**src/rtl/mem_port_scheduler.sv**
```systemverilog
// Shares one multicycle memory port between I/D block fills and a posted write buffer; D wins over I.
// Fill reads start the cycle after a miss is seen, delayed by drained writes; stores are refused when full or draining.
module mem_port_scheduler #(
  parameter int ADDR_W      = 16,
  parameter int DATA_W      = 16,
  parameter int WB_DEPTH    = 4,
  parameter int BLOCK_WORDS = 8,
  parameter int MEM_LAT     = 4
) (
  input  logic                           clk,
  input  logic                           rst_n,
  input  logic                           i_miss,
  input  logic [ADDR_W-1:0]              i_miss_addr,
  input  logic                           d_miss,
  input  logic [ADDR_W-1:0]              d_miss_addr,
  output logic                           i_fill_valid,
  output logic                           d_fill_valid,
  output logic [DATA_W-1:0]              fill_data,
  output logic [$clog2(BLOCK_WORDS)-1:0] fill_word,
  output logic                           i_done,
  output logic                           d_done,
  input  logic                           wr_req,
  input  logic [ADDR_W-1:0]              wr_addr,
  input  logic [DATA_W-1:0]              wr_data,
  output logic                           wr_ack,
  output logic                           wb_full,
  output logic                           mem_en,
  output logic                           mem_wr,
  output logic [ADDR_W-1:0]              mem_addr,
  output logic [DATA_W-1:0]              mem_wdata,
  input  logic [DATA_W-1:0]              mem_rdata,
  input  logic                           mem_rvalid,
  output logic                           busy
);

  localparam int WI_W  = $clog2(BLOCK_WORDS);
  localparam int TAG_W = ADDR_W - WI_W - 1;
  localparam int PTR_W = $clog2(WB_DEPTH);
  localparam int CNT_W = PTR_W + 1;
  localparam logic [WI_W-1:0] LAST_WORD = WI_W'(BLOCK_WORDS - 1);

  if (MEM_LAT < 1) begin : g_bad_lat
    $error("MEM_LAT must be at least 1");
  end
  if ((1 << PTR_W) != WB_DEPTH) begin : g_bad_depth
    $error("WB_DEPTH must be a power of two");
  end

  typedef enum logic [2:0] {
    S_IDLE,
    S_DRAIN,
    S_FILL_I,
    S_FILL_D,
    S_WAIT
  } state_t;

  state_t            state_q, state_d;
  logic              owner_q, owner_d;
  logic [TAG_W-1:0]  blk_q, blk_d;
  logic [WI_W-1:0]   iss_q, iss_d;
  logic [WI_W-1:0]   ret_q, ret_d;
  logic [PTR_W-1:0]  head_q, head_d;
  logic [PTR_W-1:0]  tail_q, tail_d;
  logic [CNT_W-1:0]  cnt_q, cnt_d;
  logic [ADDR_W-1:0] wb_addr_q [WB_DEPTH];
  logic [ADDR_W-1:0] wb_addr_d [WB_DEPTH];
  logic [DATA_W-1:0] wb_data_q [WB_DEPTH];
  logic [DATA_W-1:0] wb_data_d [WB_DEPTH];

  logic              push;
  logic              pop;
  logic              wb_hit;
  logic [TAG_W-1:0]  sel_tag;
  logic [PTR_W-1:0]  wb_off [WB_DEPTH];
  logic [WB_DEPTH-1:0] wb_vld;
  logic              unused_addr_bits;

  assign unused_addr_bits = ^{i_miss_addr[WI_W:0], d_miss_addr[WI_W:0]};

  assign busy    = (state_q != S_IDLE);
  assign wb_full = (cnt_q == CNT_W'(WB_DEPTH));
  assign wr_ack  = wr_req & ~wb_full & (state_q != S_DRAIN);
  assign push    = wr_ack;
  assign sel_tag = d_miss ? d_miss_addr[ADDR_W-1:WI_W+1] : i_miss_addr[ADDR_W-1:WI_W+1];

  // An entry is live when its distance from the head is below the occupancy.
  always_comb begin
    wb_hit = 1'b0;
    for (int i = 0; i < WB_DEPTH; i++) begin
      wb_off[i] = PTR_W'(i) - head_q;
      wb_vld[i] = ({1'b0, wb_off[i]} < cnt_q);
      if (wb_vld[i] && (wb_addr_q[i][ADDR_W-1:WI_W+1] == sel_tag)) begin
        wb_hit = 1'b1;
      end
    end
  end

  always_comb begin
    state_d      = state_q;
    owner_d      = owner_q;
    blk_d        = blk_q;
    iss_d        = iss_q;
    ret_d        = ret_q;
    pop          = 1'b0;
    mem_en       = 1'b0;
    mem_wr       = 1'b0;
    mem_addr     = '0;
    mem_wdata    = '0;
    i_fill_valid = 1'b0;
    d_fill_valid = 1'b0;
    fill_data    = '0;
    fill_word    = '0;
    i_done       = 1'b0;
    d_done       = 1'b0;

    case (state_q)
      S_IDLE: begin
        if (d_miss || i_miss) begin
          owner_d = d_miss;
          blk_d   = sel_tag;
          iss_d   = '0;
          ret_d   = '0;
          if (wb_hit) begin
            state_d = S_DRAIN;
          end else begin
            state_d = d_miss ? S_FILL_D : S_FILL_I;
          end
        end else if (cnt_q != '0) begin
          pop = 1'b1;
        end
      end
      S_DRAIN: begin
        pop = (cnt_q != '0);
        if (cnt_q <= CNT_W'(1)) begin
          state_d = owner_q ? S_FILL_D : S_FILL_I;
        end
      end
      S_FILL_I, S_FILL_D: begin
        mem_en   = 1'b1;
        mem_addr = {blk_q, iss_q, 1'b0};
        iss_d    = iss_q + 1'b1;
        if (iss_q == LAST_WORD) begin
          state_d = S_WAIT;
        end
      end
      default: ;
    endcase

    // Returns are only meaningful while a fill is outstanding; anything else is stale.
    if ((state_q == S_FILL_I || state_q == S_FILL_D || state_q == S_WAIT) && mem_rvalid) begin
      i_fill_valid = ~owner_q;
      d_fill_valid = owner_q;
      fill_data    = mem_rdata;
      fill_word    = ret_q;
      ret_d        = ret_q + 1'b1;
      if (ret_q == LAST_WORD) begin
        i_done  = ~owner_q;
        d_done  = owner_q;
        state_d = S_IDLE;
      end
    end

    if (pop) begin
      mem_en    = 1'b1;
      mem_wr    = 1'b1;
      mem_addr  = wb_addr_q[head_q];
      mem_wdata = wb_data_q[head_q];
    end
  end

  always_comb begin
    wb_addr_d = wb_addr_q;
    wb_data_d = wb_data_q;
    if (push) begin
      wb_addr_d[tail_q] = wr_addr;
      wb_data_d[tail_q] = wr_data;
    end
    head_d = head_q + PTR_W'(pop);
    tail_d = tail_q + PTR_W'(push);
    cnt_d  = cnt_q + CNT_W'(push) - CNT_W'(pop);
  end

  always_ff @(posedge clk or negedge rst_n) begin
    if (!rst_n) begin
      state_q <= S_IDLE;
      owner_q <= 1'b0;
      blk_q   <= '0;
      iss_q   <= '0;
      ret_q   <= '0;
      head_q  <= '0;
      tail_q  <= '0;
      cnt_q   <= '0;
      for (int i = 0; i < WB_DEPTH; i++) begin
        wb_addr_q[i] <= '0;
        wb_data_q[i] <= '0;
      end
    end else begin
      state_q   <= state_d;
      owner_q   <= owner_d;
      blk_q     <= blk_d;
      iss_q     <= iss_d;
      ret_q     <= ret_d;
      head_q    <= head_d;
      tail_q    <= tail_d;
      cnt_q     <= cnt_d;
      wb_addr_q <= wb_addr_d;
      wb_data_q <= wb_data_d;
    end
  end

endmodule
```
**config.mk**
```make
export PLATFORM = sky130hd
export DESIGN_NAME = mem_port_scheduler
export DESIGN_NICKNAME = d
export VERILOG_FILES = /design/src/rtl/mem_port_scheduler.sv
export SDC_FILE = /design/constraint.sdc
export NUM_CORES = 1
export LEC_CHECK = 0
export BUFFER_PORTS_ARGS = -buffer_cell sky130_fd_sc_hd__buf_2
export CORE_MARGIN = 1
export CORE_UTILIZATION = 30
export DETAILED_ROUTE_END_ITERATION = 10
export GPL_ROUTABILITY_DRIVEN = 1
export GPL_TIMING_DRIVEN = 0
export PLACE_DENSITY = 0.52
export SYNTH_ARGS = -nofsm -noshare
export SYNTH_HDL_FRONTEND = slang
export SYNTH_SLANG_ARGS = --single-unit
```
**constraint.sdc**
```tcl
create_clock -name clk -period 5.8 [get_ports clk]
set_input_delay 1.74 -clock clk [delete_from_list [all_inputs] [get_ports clk]]
set_output_delay 1.74 -clock clk [all_outputs]
set_load 0.02 [all_outputs]
```
==> summary.md <==
| Metric | Value |
|---|---|
| Number of unique standard cell types used by synthesis | 42 |
| Crit path max-delay family | buffers and inverters |
| Post-detailed-route DRC marker count | 28 |
| Die height | 166 um |
| Number of buffers created by CTS | 17 |
| Total of fill cells in the finished design | 2,597 |
| Post-synth top area cell | sky130_fd_sc_hd__dfrtp_1 |
| Maximum clock rate | 190 MHz |
| Number of antenna violations at the first check in global routing | 3 |
| Final number of hold-violating endpoints | 0 |
| Total number of vias | 5,336 |
| Sequential cell area | 3930 um2 |
| Detailed router's first-iteration violation count | 298 |
| Placeable Area | 26,300 um2 |
| Final setup viols | 0 |
| Register bit total from synthesis | 157 |
| First-pass GRT wire length | 32,500 um |
| Per-cell routed wire length | 18.4 um |
| Number of clock sinks | 157 |
| Actual transition at the worst max-transition pin | 792 ps |
| Most common flop cell mapped by yosys | sky130_fd_sc_hd__dfrtp_1 |
| Final slew viol count | 0 |
| Violations in the final reports | design-rule violations |
| Number of buffers added for setup after CTS | 0 |
| Clock latency at the later pin of the worst-skew pair | 430 ps |
| P_leak | 4.45 nW |
| Nature of the critical path startpoint | input pin |
| Final sum of negative setup slack | 0 ps |
| Max-cap violations | 0 |
| Gate count of the mapped netlist | 600 |
| H-tree levels | 4 |
| Net Sw Power | 0.00180 W |
| Sequential share of the synthesized area | 48.6% |
| Width of the die | 166 um |
| Worst path required time | 4060 ps |
| Area of the mapped netlist | 8090 um2 |
| Via count of the first global-routing pass | 5,556 |
| Leading post-synthesis cells by instance count | sky130_fd_sc_hd__dfrtp_1 (157), sky130_fd_sc_hd__mux2_2 (124), sky130_fd_sc_hd__xor2_1 (51) |
| Area fraction of the dominant cell type after synthesis | 48.6% |
| Resized cells post-CTS | 0 |
| Combined global-route utilization of all metal layers | 15.4% |
| Count of pins on the block boundary | 146 |
| Gpl congestion | 0.737 |
| Number of buffers and inverters on the critical path | 5 |
| Number of warnings printed during yosys synthesis | 0 |
| Standard-cell row count | 59 |
| CP endpoint kind | primary output |
| Status | finished with violations |
| 1st-pass router iterations | 7 |
| Ranking of synthesized cells by area | sky130_fd_sc_hd__dfrtp_1 (49%), sky130_fd_sc_hd__mux2_2 (17%), sky130_fd_sc_hd__mux4_2 (8.9%) |
| Peak fanout along the critical path | 10 |
| Setup repair after global routing missed its margin | false |
| Worst IR drop on VDD | 0.239 mV |
| Multi-input gate area in the final layout | 3930 um2 |
| Layout Area Growth over Synthesis | 21.7% |
| Slowest library cell on the worst path | sky130_fd_sc_hd__clkbuf_1 |
| Cell chosen for the clock root | sky130_fd_sc_hd__clkbuf_16 |
| Final critical-path required period | 5270 ps |
| Synth Area per Inst | 13.5 um2 |
| Share of layout cells above drive strength 1 | 46.3% |
| Reg clk slew, reported paths | 60 ps |
| Pwr dens | 533 nW/um2 |
| Number of flops mapped to enable cells by yosys | 0 |
| TritonCTS clock tree | built |
| Post-CTS Hold Fix Bufs | 0 |
| Post-detailed-route count of antenna-violating nets | 0 |
| Critical setup path kind | in2out |
| Via density per instance | 4.82 |
| Count leader, synth | sky130_fd_sc_hd__dfrtp_1 |
| Input/output buffers | 136 |
| Class of the worst hold path | reg2reg |
| Effective utilization at floorplan | 30.8% |
| Total die area | 27,600 um2 |
| Cell Area, Placed | 9230 um2 |
| Design internal power | 0.00345 W |
| Share of the clock period used by the worst path | 90.9% |
| Proportion of power drawn by the clock network | 22.2% |
| Data arrival time at the worst-slack endpoint | 3530 ps |
| Max-Slew Margin vs Limit | 47.2% |
| Clock tree skew after final layout | 11.8 ps |
| Total wire length | 20,400 um |
| Net count, final | 857 |
| DP Wirelength | 14,400 um |
| Switching Fraction | 34.3% |
| Overflow left after global routing | 0 |
| Area of all placed cells without fillers | 9840 um2 |
| Largest net degree at the start of global routing | 91 |
| Maximum clock insertion buffer count | 2 |
| Crit-path max cell delay | 620 ps |
| Portion of total power attributed to sequential cells | 38.7% |
| Asr flop ratio synth | 100% |
| Combinational power share | 39.2% |
| Series of cell instances along the critical path | buf_6 > buf_12 > nor2_1 > o211ai_1 > inv_1 > clkbuf_1 > a22o_1 > buf_2 |
| Number of nets produced by synthesis | 701 |
metal layers:
layer  up-vias  track usage [%]  wire length [um]
met5         -                0                11
met4         2             3.05               140
met1      2713             21.8              9870
met2       125             24.2              9330
met3        13             3.67               999
li1       2483                -                 -
cell families after synthesis:
family / after synthesis / share of synthesized area, %
DFF: 157 / 48.6
muxes: 172 / 29.0
adders and majority gates: 15 / 2.41
xor gates and xnor gates: 52 / 5.63
buffers and inverters: 44 / 2.78
and+or+nand+nor: 107 / 7.21
AOI/OAI and AO/OA: 53 / 4.41
state kept, by name, summed over array words and instances, names as in the netlist:
register   flops
wb_data_q     64
owner_q        1
state_q        3
iss_q          3
blk_q         12
head_q         2
ret_q          3
wb_addr_q     64
tail_q         2
cnt_q          3
power groups by stage:
stage | Combinational (W) | Clock (W) | Sequential [W]
finish | 0.00205 | 0.00116 | 0.00203
global route | 0.00227 | 0.00123 | 0.00211
CTS | 0.00210 | 0.00119 | 0.00203
detailed placement | 0.00209 | 0 | 0.00205
global placement | 0.00206 | 0 | 0.00204
floorplan | 0.00161 | 0 | 0.00193
worst min-delay path, stage by stage, from the launching register on:
cell and delay, ps:
sky130_fd_sc_hd__dfrtp_1 340, sky130_fd_sc_hd__nand2_1 40, sky130_fd_sc_hd__o21ai_0 60
worst paths after layout:
path	slack (ps)	cells past startpoint	to	start
setup reg to reg	2670	10	state_q[0]	head_q[1]
hold reg to reg	480	2	blk_q[0]	blk_q[0]
max in group asynchronous	3710	2	blk_q[4]	rst_n
hold / removal	480	2	blk_q[0]	blk_q[0]
setup / recovery	530	8	mem_addr[12]	d_miss
min in group asynchronous	1230	1	wb_data_q[27]	rst_n
per-stage QoR:
stage                     hold slack [ps]  util (%)  cells  setup WS (ps)  power, W
after CTS                             486      37.4   1104            487   0.00532
after detailed placement              471      35.1   1072            490   0.00414
final                                 481      37.5   1106            527   0.00525
after global routing                  495      37.4   1104            407   0.00561
after floorplan                       450         -    600           1030   0.00355
after global placement                462      35.0   1071            395   0.00410
final cells by class:
class | count | area share, %
antenna | 2 | 0.0509
inverter | 11 | 0.420
sequential | 157 | 39.9
buffer | 33 | 1.87
tap | 335 | 4.26
multi-input combinational | 399 | 40.0
clock buffer | 18 | 4.46
clock inverter | 14 | 1.75
timing repair buffer | 137 | 7.30
placed cells by master, fill, tap and decap left out, drive strengths merged, types with 12 or more instances in the layout:
cell type | Yosys | layout
a22o | 16 | 16
and2 | 38 | 38
buf | 20 | 157
clkbuf | 13 | 31
dfrtp | 157 | 157
ha | 14 | 14
inv | 11 | 19
mux2 | 128 | 128
mux2i | 12 | 12
mux4 | 32 | 32
nand2 | 27 | 27
nand3 | 12 | 12
o21ai | 23 | 23
xor2 | 51 | 51
(Power assumes the default switching activity.)
